===== src/rtl/veggie_comm_pkg.sv =====
// veggie_comm_pkg: shared types, signal bit indices and bus helpers for hw_sw_mailbox
package veggie_comm_pkg;
   typedef enum logic {ST_IDLE, ST_ACK} state_t;
   localparam int SIG_REQ  = 0;
   localparam int SIG_CLR  = 1;
   localparam int SIG_ACK  = 0;
   localparam int SIG_PEND = 1;
   localparam int MAX_BUS  = 2048;
   localparam int MAX_W    = 64;
   // Word i of a flattened bus of w-bit words; callers cast to their own width.
   function automatic logic [MAX_W-1:0] get_word(input logic [MAX_BUS-1:0] bus, input int unsigned i, input int unsigned w);
      return MAX_W'(bus >> (i * w));
   endfunction
endpackage


===== src/rtl/port_bank.sv =====
// port_bank: W-bit register with load enable and async active-high reset
//   clk, reset : clock and async reset
//   i_load     : load enable
//   i_d / o_q  : data in / registered data out
module port_bank #(
   parameter int W = 32
) (
   input  logic         clk,
   input  logic         reset,
   input  logic         i_load,
   input  logic [W-1:0] i_d,
   output logic [W-1:0] o_q
);
   always_ff @(posedge clk or posedge reset)
      if (reset) o_q <= '0;
      else if (i_load) o_q <= i_d;
endmodule


===== src/rtl/hw_sw_mailbox.sv =====
// hw_sw_mailbox: frame-coherent double-buffered mailbox between software PIO words and drawing hardware
//   to_hw_sig   : [0] req, [1] clr_overrun from software
//   to_sw_sig   : [0] ack, [1] pending to software
//   sw_ports    : live software words, port i at [i*DATA_W +: DATA_W]
//   frame_start : vblank pulse; swaps staging into active when a commit is pending
//   hw_ports    : active words for the drawing logic
//   frame_count : number of swaps performed (wraps)
//   overrun     : sticky, a commit replaced one never displayed
module hw_sw_mailbox
   import veggie_comm_pkg::*;
#(
   parameter int                   NUM_PORTS = 16,
   parameter int                   DATA_W    = 32,
   parameter logic [NUM_PORTS-1:0] LIVE_MASK = 16'h8000,
   parameter int                   CNT_W     = 16
) (
   input  logic                        clk,
   input  logic                        reset,
   input  logic [1:0]                  to_hw_sig,
   output logic [1:0]                  to_sw_sig,
   input  logic [NUM_PORTS*DATA_W-1:0] sw_ports,
   input  logic                        frame_start,
   output logic [NUM_PORTS*DATA_W-1:0] hw_ports,
   output logic [CNT_W-1:0]            frame_count,
   output logic                        overrun
);
   state_t           r_state;
   logic             r_ack;
   logic             r_pend;
   logic             r_ovr;
   logic [CNT_W-1:0] r_cnt;
   logic             w_req;
   logic             w_clr;
   logic             w_cap;
   logic             w_swap;

   assign w_req  = to_hw_sig[SIG_REQ];
   assign w_clr  = to_hw_sig[SIG_CLR];
   assign w_cap  = (r_state == ST_IDLE) && w_req;
   assign w_swap = frame_start && r_pend;

   // Capture and swap in the same cycle leave pending set: the new capture still awaits a frame.
   always_ff @(posedge clk or posedge reset)
      if (reset) begin
         r_state <= ST_IDLE;
         r_ack   <= 1'b0;
         r_pend  <= 1'b0;
         r_ovr   <= 1'b0;
         r_cnt   <= '0;
      end else begin
         r_state <= w_cap ? ST_ACK : (r_state == ST_ACK && !w_req) ? ST_IDLE : r_state;
         r_ack   <= w_cap | (r_ack & w_req);
         r_pend  <= w_cap | (r_pend & ~frame_start);
         r_ovr   <= (w_cap & r_pend) | (r_ovr & ~w_clr);
         r_cnt   <= r_cnt + CNT_W'(w_swap);
      end

   assign to_sw_sig[SIG_ACK]  = r_ack;
   assign to_sw_sig[SIG_PEND] = r_pend;
   assign frame_count         = r_cnt;
   assign overrun             = r_ovr;

   for (genvar i = 0; i < NUM_PORTS; i++) begin : g_port
      logic [DATA_W-1:0] w_sw;
      assign w_sw = DATA_W'(get_word(MAX_BUS'(sw_ports), i, DATA_W));
      if (LIVE_MASK[i]) begin : g_live
         port_bank #(.W(DATA_W)) u_live (
            .clk(clk), .reset(reset), .i_load(1'b1), .i_d(w_sw),
            .o_q(hw_ports[i*DATA_W +: DATA_W]));
      end else begin : g_buf
         logic [DATA_W-1:0] w_stage;
         port_bank #(.W(DATA_W)) u_stage (
            .clk(clk), .reset(reset), .i_load(w_cap), .i_d(w_sw), .o_q(w_stage));
         port_bank #(.W(DATA_W)) u_active (
            .clk(clk), .reset(reset), .i_load(w_swap), .i_d(w_stage),
            .o_q(hw_ports[i*DATA_W +: DATA_W]));
      end
   end
endmodule


===== config.mk =====
export PLATFORM = sky130hd
export DESIGN_NAME = hw_sw_mailbox
export DESIGN_NICKNAME = d
export VERILOG_FILES = /design/src/rtl/veggie_comm_pkg.sv /design/src/rtl/port_bank.sv /design/src/rtl/hw_sw_mailbox.sv
export SDC_FILE = /design/constraint.sdc
export NUM_CORES = 2
export LEC_CHECK = 0
export ABC_CLOCK_PERIOD_IN_PS = 32600
export CAP_MARGIN = 20
export CORE_AREA = 2 2 414 416
export CTS_BUF_LIST = sky130_fd_sc_hd__clkbuf_4
export DETAILED_ROUTE_END_ITERATION = 12
export DIE_AREA = 0 0 416 418
export HOLD_SLACK_MARGIN = 0.06
export PLACE_DENSITY = 0.52
export REMOVE_ABC_BUFFERS = 1
export SETUP_SLACK_MARGIN = 0.05
export SLEW_MARGIN = 20
export SYNTH_ARGS = -nofsm -noshare
export SYNTH_HDL_FRONTEND = slang
export SYNTH_SLANG_ARGS = --single-unit

===== constraint.sdc =====
create_clock -name clk -period 32.6 [get_ports clk]
set_input_delay 6.52 -clock clk [delete_from_list [all_inputs] [get_ports clk]]
set_output_delay 6.52 -clock clk [all_outputs]
set_load 0.05 [all_outputs]

==> results.py <==
metrics = {
    "outcome": {
        "status": "complete, no violations",
    },
    "route": {
        "avgRoutedWirePerCell_um": 19.3,
        "wl_mm": 131,
        "via_per_inst": 4.03,
        "drt_first_pass_iters": 5,
        "drt_iter0_drc": 1366,
        "final_antenna_net_count": 0,
        "vias": 27400,
        "drc": 0,
    },
    "logic_synthesis": {
        "synth_area_per_cell_um2": 11.8,
        "post-synth-top-area-fraction": 0.680,
        "synthTopCellsByCount": "1448 x nand2_1, 1012 x dfrtp_1, 481 x mux2_2",
        "synth_top_family_by_area": "simple AND/OR/NAND/NOR gates",
        "yosys_warnings": 0,
        "synth.distinct_cells": 20,
        "synthFlopType": "dfrtp_1",
        "synth_edf_count": 0,
        "synth_most_common_cell": "nand2_1",
        "synthCells": 3149,
        "yosysTopAreaCell": "dfrtp_1",
        "async_flop_share": 1.00,
        "synthSimpleGateAreaFrac": 0.149,
        "post_synth_fa_ha_maj_area_fraction": 0.00134,
        "synthTopCellsByArea": "dfrtp_1 68%, nand2_1 15%, mux2_2 15%",
        "ys_seq_elements": 1012,
        "synth_area_mm2": 0.0373,
        "synth_mux_area_frac": 0.145,
        "yosysSeqAreaShare": 0.680,
        "synthXorXnorAreaFrac": 0.00329,
        "synth-compound-area-share": 0.000537,
    },
    "timing": {
        "relSlewSlack": 0.266,
        "setup_ws_ns": 22.22,
        "period_needed_ns": 10.38,
        "worstMarginPinSlew_ns": 1.10,
        "skew_ns": 0.120,
        "min_period_over_period": 0.319,
        "drv_slew": 0,
        "finalSetupViolCount": 0,
        "rsz0062_at_grt": "false",
        "hold_viol": 0,
        "max_freq_ghz": 0.0963,
    },
    "setup_path": {
        "crit_top_cell": "buf_4",
        "cpPeakStageDelay_ns": 0.84,
        "critical_path_required_ns": 33.67,
        "worstSetupStartpointType": "primary input",
        "arrival_ns": 11.45,
        "startpoint": "to_hw_sig[0]",
        "critical_path_class": "primary input to register",
        "crit_end": "g_port[13].g_buf.u_stage.o_q[6]",
        "r2r_start": "r_state",
        "r2r_slack_ns": 27.61,
        "cp-end-kind": "register",
        "cp_slowest_cell": "buf_4",
        "r2r-end": "g_port[13].g_buf.u_stage.o_q[6]",
        "critPathMaxFanout": 67,
        "r2r_cells": 7,
        "cp_cell_sequence": "clkdlybuf4s50_1 > ha_4 > buf_4 > buf_4 > buf_4 > buf_4 > mux2_2",
    },
    "global_routing": {
        "grt_max_degree": 177,
        "grt_pass1_wl_mm": 191,
        "track_usage": 0.148,
        "antenna_found_initial": 37,
        "grt_overflow_total": 0,
        "grt_pass1_vias": 28400,
    },
    "cts": {
        "clk_pin_slew_worst_paths_ns": 0.06,
        "cts_buffers": 311,
        "htreeDepth": 5,
        "cts.repair.resized": 0,
        "cts.path.max_buffers": 4,
        "clkSinkCount": 1012,
        "cts_tree": "built",
        "root_buffer": "clkbuf_4",
        "post_cts_buffers": 0,
        "cts_hold_buffers": 0,
        "clock_latency_ns": 1.28,
    },
    "die": {
        "io_pins": 1048,
        "chipHeight_um": 418,
        "start_util": 0.220,
        "fp.coreArea_mm2": 0.169,
        "die-area_mm2": 0.174,
        "placementRows": 151,
        "die_w_um": 416,
    },
    "pwr": {
        "seq_power_share": 0.360,
        "pwr-share-comb": 0.440,
        "peakVddDrop_uv": 59.7,
        "switching_share": 0.437,
        "leakagePower_nw": 24.7,
        "power_switching_w": 0.00257,
        "p_int_w": 0.00332,
        "power.density_mw_per_mm2": 110,
        "p_clk_frac": 0.200,
    },
    "place": {
        "dp_hpwl_mm": 92.5,
        "portBuffers": 1047,
        "pre_cts_ws_ns": 20.92,
        "place_inst": 6284,
        "globalplace.congestion": 0.889,
    },
    "final_layout": {
        "syn_to_final_growth_pct": 44.1,
        "drive_above_1_share": 0.211,
        "final_cell_count_no_fill": 6808,
        "fin_nets": 4900,
    },
    "flow_run": {
        "maxCapViolations": 0,
    },
    "worst_hold_path": {
        "hold_path.class": "register to register",
        "hold_path.startpoint": "g_port[4].g_buf.u_stage.o_q[0]",
    },
}
==> cells in the final DEF, fill, tap and decap left out <==
| cell type | instances |
|---|---|
| bufinv_16 | 2 |
| nand4_1 | 2 |
| ha_4 | 1 |
| inv_8 | 2 |
| inv_1 | 4 |
| nand2_4 | 1 |
| clkinv_2 | 5 |
| nor3_1 | 3 |
| nor4_1 | 5 |
| inv_2 | 8 |
| mux2_2 | 481 |
| nor2_1 | 3 |
| diode_2 | 22 |
| xnor2_1 | 3 |
| xor2_1 | 11 |
| clkdlybuf4s50_1 | 1047 |
| clkinvlp_4 | 2 |
| nand3_1 | 5 |
| o21ai_0 | 1 |
| buf_12 | 3 |
| clkbuf_4 | 430 |
| clkinv_1 | 55 |
| nand2_1 | 1447 |
| buf_4 | 29 |
| nand4_4 | 1 |
| ha_1 | 3 |
| dfrtp_1 | 1012 |
| a21o_1 | 2 |
==> metal layers <==
metal	routed length, µm	global-route usage	share of wire	vias to the layer above
li1	-	-	-	12700
met1	51600	0.170	0.39	13500
met3	9590	0.0557	0.073	312
met2	64700	0.238	0.49	900
met4	5350	0.0783	0.041	32
met5	198	0	0.0015	-
==> worst min-delay path by stage <==
stage,end,slack [ns],cells after the start
after global routing,g_port[4].g_buf.u_active.o_q[0],0.37,2
after CTS,g_port[4].g_buf.u_active.o_q[0],0.38,2
after floorplan,g_port[0].g_buf.u_active.o_q[0],0.43,2
after detailed placement,g_port[7].g_buf.u_active.o_q[27],0.45,2
final,g_port[4].g_buf.u_active.o_q[0],0.35,2
after global placement,g_port[9].g_buf.u_active.o_q[18],0.44,2
==> kinds of logic after synthesis <==
group,count (synthesis)
adder cells (fa/ha/maj),4
flip-flops,1012
AND/OR/NAND/NOR,1467
multiplexers,481
buffers and inverters,168
AO/OA/AOI/OAI,3
XOR/XNOR,14
==> area by class of cell <==
type                       count  area, µm²
clock buffer                 430       3230
inverter                       6       37.5
multi-input combinational   1969      11200
sequential                  1012      25300
tap                         2218       2780
timing repair buffer        1079      10800
clock inverter                72        337
antenna                       22       55.1
fill                       17400     115000
==> per-stage QoR <==
stage          total power, W  cell area, µm²   util  setup TNS (ns)  hold slack [ns]
3_5_place_dp          0.00476           50100  0.296               0            0.446
6_report              0.00589           53700  0.318               0            0.346
5_1_grt               0.00623           53700  0.318               0            0.373
3_3_place_gp          0.00473           50100  0.296               0            0.442
2_1_floorplan         0.00391           36500      -        -2425.00            0.435
4_1_cts               0.00600           53600  0.317               0            0.378
==> flip-flops by register name, summed over array words and instances (netlist names) <==
signal                     count
g_port.g_live.u_live.o_q      32
g_port.g_buf.u_active.o_q    480
r_pend                         1
g_port.g_buf.u_stage.o_q     480
r_ack                          1
overrun                        1
r_state                        1
frame_count                   16
==> critical path, delay by kind of cell <==
kind | cells | cell delay [ns]
mux | 1 | 0.40
buf+inv | 5 | 3.50
fa+ha+maj | 1 | 0.70
==> power by group through the flow <==
| stage | clock network [W] | registers [W] | logic, W |
|---|---|---|---|
| 3_5_place_dp | 0 | 0.00214 | 0.00262 |
| 5_1_grt | 0.00131 | 0.00219 | 0.00273 |
| 2_1_floorplan | 0 | 0.00309 | 0.000814 |
| 4_1_cts | 0.00124 | 0.00212 | 0.00263 |
| 6_report | 0.00118 | 0.00212 | 0.00259 |
| 3_3_place_gp | 0 | 0.00212 | 0.00260 |
Note: power is estimated with default switching activity, not from simulation.
